**config.mk**
```make
export PLATFORM = sky130hd
export DESIGN_NAME = hpf_biquad_mc
export DESIGN_NICKNAME = d
export VERILOG_FILES = /design/src/rtl/hpf_biquad_mc.sv
export SDC_FILE = /design/constraint.sdc
export NUM_CORES = 1
export LEC_CHECK = 0
export ABC_CLOCK_PERIOD_IN_PS = 26700
export CAP_MARGIN = 20
export CORE_AREA = 2 2 255 257
export DETAILED_ROUTE_END_ITERATION = 10
export DIE_AREA = 0 0 257 259
export REMOVE_ABC_BUFFERS = 1
export SLEW_MARGIN = 25
export SYNTH_ARGS = -nofsm -noshare
export SYNTH_HDL_FRONTEND = slang
export SYNTH_SLANG_ARGS = --single-unit
```
**constraint.sdc**
```tcl
create_clock -name clk_48 -period 26.7 [get_ports clk_48]
set_clock_uncertainty 0.05 [all_clocks]
set_input_delay 5.34 -clock clk_48 [delete_from_list [all_inputs] [get_ports clk_48]]
set_output_delay 5.34 -clock clk_48 [all_outputs]
set_load 0.01 [all_outputs]
```
**src/rtl/hpf_biquad_mc.sv**
```systemverilog
// hpf_biquad_mc: time-multiplexed biquad highpass, one shared MAC serving CH channels
// with per-channel history, frame-aligned cutoff select and sticky clip flags.
module hpf_biquad_mc #(
   parameter int W = 16,
   parameter int CW = 32,
   parameter int SHIFT = 30,
   parameter int CH = 2,
   parameter int CLEAR_ON_CHANGE = 1,
   localparam int CHW = CH > 1 ? $clog2(CH) : 1
) (
   input  logic                clk_48,
   input  logic                reset,
   input  logic [2:0]          filter,
   input  logic                in_valid,
   output logic                in_ready,
   input  logic [CHW-1:0]      in_ch,
   input  logic signed [W-1:0] in_data,
   output logic                out_valid,
   output logic [CHW-1:0]      out_ch,
   output logic signed [W-1:0] out_data,
   output logic [CH-1:0]       clip_flags,
   input  logic                clip_clear
);
   localparam int AW = W + CW + 3;
   localparam logic signed [AW-1:0] YMAX = {{(AW-W+1){1'b0}}, {(W-1){1'b1}}};
   localparam logic signed [AW-1:0] YMIN = {{(AW-W+1){1'b1}}, {(W-1){1'b0}}};
   // rows: bypass, 100 Hz, 250 Hz, 500 Hz, 1 kHz; columns in tap order b0 b1 b2 a1 a2
   localparam logic signed [CW-1:0] COEF [5][5] = '{
      '{CW'(1) << SHIFT, '0, '0, '0, '0},
      '{CW'(1063845888), CW'(-2127691776), CW'(1063845888), CW'(2127609856), CW'(-1054048256)},
      '{CW'(1049231360), CW'(-2098462720), CW'(1049231360), CW'(2097676288), CW'(-1025245184)},
      '{CW'(1025245184), CW'(-2050490368), CW'(1025245184), CW'(2048131072), CW'(-978845696)},
      '{CW'(978845696), CW'(-1957691392), CW'(978845696), CW'(1949302784), CW'(-892338176)}
   };

   typedef enum logic [1:0] {IDLE, MAC, WB} state_t;

   state_t state_q, state_d;
   logic [2:0] tap_q, tap_d, sel_q, sel_d, set_idx;
   logic [CHW-1:0] ch_q, ch_d, out_ch_q, out_ch_d;
   logic signed [W-1:0] x0_q, x0_d, out_data_q, out_data_d, opnd, y;
   logic signed [W-1:0] x1_q [CH], x1_d [CH], x2_q [CH], x2_d [CH];
   logic signed [W-1:0] y1_q [CH], y1_d [CH], y2_q [CH], y2_d [CH];
   logic signed [AW-1:0] acc_q, acc_d, sum, shr;
   logic signed [CW-1:0] coef;
   logic signed [W+CW-1:0] prod;
   logic sat_q, sat_d, out_valid_q, out_valid_d, hs, ch_ok, sat_hi, sat_lo;
   logic [CH-1:0] clip_q, clip_d;

   always_comb begin
      state_d = state_q;
      tap_d = tap_q;
      sel_d = sel_q;
      ch_d = ch_q;
      x0_d = x0_q;
      acc_d = acc_q;
      sat_d = sat_q;
      x1_d = x1_q;
      x2_d = x2_q;
      y1_d = y1_q;
      y2_d = y2_q;
      out_valid_d = 1'b0;
      out_ch_d = out_ch_q;
      out_data_d = out_data_q;
      in_ready = state_q != MAC;
      hs = in_valid && in_ready;
      ch_ok = int'(in_ch) < CH;
      set_idx = (sel_q != 3'd0 && sel_q <= 3'd4) ? sel_q : 3'd0;
      coef = COEF[set_idx][tap_q];
      opnd = tap_q == 3'd0 ? x0_q : tap_q == 3'd1 ? x1_q[ch_q] : tap_q == 3'd2 ? x2_q[ch_q] :
             tap_q == 3'd3 ? y1_q[ch_q] : y2_q[ch_q];
      prod = (W+CW)'(coef) * (W+CW)'(opnd);
      sum = (tap_q == 3'd0 ? '0 : acc_q) + AW'(prod);
      shr = sum >>> SHIFT;
      sat_hi = shr > YMAX;
      sat_lo = shr < YMIN;
      y = sat_hi ? {1'b0, {(W-1){1'b1}}} : sat_lo ? {1'b1, {(W-1){1'b0}}} : shr[W-1:0];
      clip_d = clip_clear ? '0 : clip_q;
      if (state_q == MAC) begin
         acc_d = sum;
         tap_d = tap_q + 3'd1;
         if (tap_q == 3'd4) begin
            state_d = WB;
            out_valid_d = 1'b1;
            out_ch_d = ch_q;
            out_data_d = y;
            sat_d = sat_hi || sat_lo;
         end
      end
      if (state_q == WB) begin
         state_d = IDLE;
         x2_d[ch_q] = x1_q[ch_q];
         x1_d[ch_q] = x0_q;
         y2_d[ch_q] = y1_q[ch_q];
         y1_d[ch_q] = out_data_q;
         if (sat_q) clip_d[ch_q] = 1'b1;
      end
      // a ch0 accept in the WB cycle may clear histories; the clear must override the writeback
      if (hs && ch_ok) begin
         state_d = MAC;
         tap_d = 3'd0;
         ch_d = in_ch;
         x0_d = in_data;
         if (in_ch == '0) begin
            sel_d = filter;
            if (CLEAR_ON_CHANGE != 0 && filter != sel_q) begin
               x1_d = '{default: '0};
               x2_d = '{default: '0};
               y1_d = '{default: '0};
               y2_d = '{default: '0};
            end
         end
      end
   end

   always_ff @(posedge clk_48) begin
      if (reset) begin
         state_q <= IDLE;
         tap_q <= '0;
         sel_q <= '0;
         ch_q <= '0;
         x0_q <= '0;
         acc_q <= '0;
         sat_q <= 1'b0;
         x1_q <= '{default: '0};
         x2_q <= '{default: '0};
         y1_q <= '{default: '0};
         y2_q <= '{default: '0};
         out_valid_q <= 1'b0;
         out_ch_q <= '0;
         out_data_q <= '0;
         clip_q <= '0;
      end else begin
         state_q <= state_d;
         tap_q <= tap_d;
         sel_q <= sel_d;
         ch_q <= ch_d;
         x0_q <= x0_d;
         acc_q <= acc_d;
         sat_q <= sat_d;
         x1_q <= x1_d;
         x2_q <= x2_d;
         y1_q <= y1_d;
         y2_q <= y2_d;
         out_valid_q <= out_valid_d;
         out_ch_q <= out_ch_d;
         out_data_q <= out_data_d;
         clip_q <= clip_d;
      end
   end

   assign out_valid = out_valid_q;
   assign out_ch = out_ch_q;
   assign out_data = out_data_q;
   assign clip_flags = clip_q;
endmodule

```
==> results.cfg <==
[synthesis]
ys_types = 84
syn_inst = 2660
synth_edf_count = 0
yosys_register_bits = 211
synthFlopType = dfxtp_1
ys_async_sr_fraction_pct = 0
synth_area_sq_mm = 0.02209
postSynthAreaPerCell_sq_um = 8.306
ys_seq_area_share_pct = 19.12
yosysWarningCount = 0

[pwr]
power_frac_comb_pct = 32.7
p_leak_nw = 10.31
power_density_mw_per_mm2 = 40.39
ir_drop_mv = 0.04426
p_sw_w = 0.0003508
p_seq_share_pct = 33.7
p_int_w = 0.0006269
clkPwrFrac_pct = 33.6
sw_frac_of_total_pct = 35.88

[detailed_routing]
via_count = 17570
first_pass_iters = 7
drc = 0
finalWirelength_mm = 60.84
routed_via_density = 5.007
ant_nets = 0
drtIter0Drc = 1255
wl_per_cell_um = 17.33

[cells_and_area]
utilization_pct = 37.89
layout-drive-gt1-share_pct = 5.273
final_common_cell = nand2_1
diodes = 0
nFillCells = 6580
area.growth.synth_to_final_pct = 9.548
nets = 3101
layout_common_cells = nand2_1, inv_1, fa_1, a21oi_1, nor2_1

[critical_path]
critPathArrivalTime_ns = 12.42
cpMaxStageDelayCell = dfxtp_1
crit_path_end_kind = flop
critical_path_class = flop to flop
crit_path_start_kind = flop
cp_data_required_time_ns = 27.02
cp_max_fo = 26
crit_path_max_incr_delay_ns = 0.89

[grt]
track_usage_pct = 18.43
grt_pass1_wl_mm = 98.09
grt_pass1_vias = 17420
antenna_found_initial = 0
grt_start_max_net_pins = 78
overflow = 0

[timing]
tns_ns = 0
timing.final.ws_setup_ns = 14.60
period_minus_slack_ns = 12.10
finalHoldViolations = 0
rsz0062_at_grt = false
fmax_mhz = 82.67
report.final.slew_viol_count = 0
period_share_pct = 45.31
slew_headroom_pct = 31.40
setup_violations = 0
worstMarginPinSlew_ns = 1.021

[floorplan]
chipHeight_um = 259
start_util_pct = 34.59
io_pins = 45
num_rows = 93
die_x_um = 257
dieArea_sq_mm = 0.06656
core_area_sq_mm = 0.06388

[cts]
insertion_delay_ns = 0.54
post_cts_buffers = 0
cts_tree = done
cts_buffers = 24
root_buffer = clkbuf_16
clkTransAtPathRegs_ns = 0.06
postCtsHoldBufs = 0
cts.sinks = 211
cts_max_level = 1
cts_buffer_depth = 3
cts_resized = 0

[hold_path]
hold_class = flop to flop

[placement]
hpwl_mm = 46.45
placement.io_buffers = 44
place.gp.congestion = 0.9247
pre_cts_ws_ns = 14.53

[status]
status = finished, final reports clean

[run]
cap_violations = 0
## routing by layer
metal  GRT usage, %  vias to the layer above  part of all wire (%)  wire (um)
met2          29.87                      431                    46      28070
li1               -                     8453                     -          -
met1          25.89                     8597                    46      28070
met4          5.556                        0                   3.1       1870
met5              0                        -                     0          0
met3          2.041                       93                   4.7       2829
## area by class of cell
cell class              count  area (sq um)  area share [%]
clock buffers              30         673.1           2.781
multi-input cells        1971         16100           66.50
inverters                 349          1310           5.412
flip-flops and latches    211          4225           17.46
well taps                 855          1070           4.420
clock inverters            13         117.6          0.4859
repair buffers             81         713.2           2.946
## per-stage QoR
step | instances | power [W] | hold WS [ns] | instance area, sq um
2_1_floorplan | 2531 | 0.0005490 | 0.3712 | 21590
5_1_grt | 3510 | 0.001033 | 0.4146 | 24200
6_report | 3510 | 0.0009777 | 0.3943 | 24200
4_1_cts | 3509 | 0.0009867 | 0.3987 | 24200
3_3_place_gp | 3466 | 0.0006540 | 0.3848 | 23410
3_5_place_dp | 3466 | 0.0006508 | 0.3905 | 23410
## registers in the layout, summed over array words and instances, names as in the netlist
name	count
x0_q	16
state_q	2
sat_q	1
y1_q	32
sel_q	3
x2_q	32
acc_q	37
out_data	16
clip_flags	2
out_ch	1
x1_q	32
out_valid	1
ch_q	1
y2_q	32
tap_q	3
## cell families after synthesis
group                      share of synthesized area, %
adders and majority gates                         35.19
buffers and inverters                             8.217
DFF                                               19.12
xor gates and xnor gates                          2.984
AOI/OAI and AO/OA                                 13.95
muxes                                             3.267
and+or+nand+nor                                   17.27
## cells in the mapped netlist, types with 3 or more instances
library cell  instances  share of area (%)
o21ai_1              18               0.41
o41ai_1               3               0.12
o211ai_1              7               0.24
o21bai_1              7               0.24
nand3_1              11               0.25
clkbuf_1             96                1.6
or3_1                 8               0.23
fa_1                304                 28
xor2_1               12               0.48
xnor2_1              57                2.3
nand2b_1             25               0.71
or2_2                 4               0.11
a21o_1               35                1.2
a21oi_1             264                6.0
o21ai_0              41               0.93
nor2_1              238                4.0
and2_1               11               0.31
nor2b_1              53                1.5
buf_2                 5               0.11
a211oi_1             45                1.5
a31oi_1               6               0.17
and3_1                7               0.20
ha_1                135                7.6
a22oi_1               4               0.14
nand4_1               4               0.11
a211oi_2             10               0.57
inv_1               347                5.9
mux2i_1              35                1.6
o21a_1               12               0.41
nand2_1             521                8.9
dfxtp_1             211                 19
nor3b_1               4               0.14
buf_1                26               0.44
nor3_1               13               0.29
mux4_2               16                1.6
## final timing paths
kind / from / to / slack (ns) / cells past startpoint
min: acc_q[19] / acc_q[19] / 0.39 / 2
min reg2reg: acc_q[19] / acc_q[19] / 0.39 / 2
max reg2reg: tap_q[0] / out_data[1] / 14.60 / 38
max: tap_q[0] / out_data[1] / 14.60 / 38
## power groups by stage
stage | sequential [W] | clock (W) | combinational [W]
after floorplan | 0.000335 | 0 | 0.000214
after global placement | 0.000336 | 0 | 0.000318
after detailed placement | 0.000336 | 0 | 0.000315
after CTS | 0.000329 | 0.000337 | 0.000320
after global routing | 0.000330 | 0.000349 | 0.000354
final | 0.000329 | 0.000329 | 0.000320
## critical path: cells and delay by family, from the launching register on
kind	cells	cell delay, ns
mux	1	0.56
flops	1	0.89
xor+xnor	2	0.19
fa+ha+maj	10	4.00
buf+inv	3	0.40
simple gates	10	1.88
compound gates	12	3.94
(Power assumes the default switching activity.)
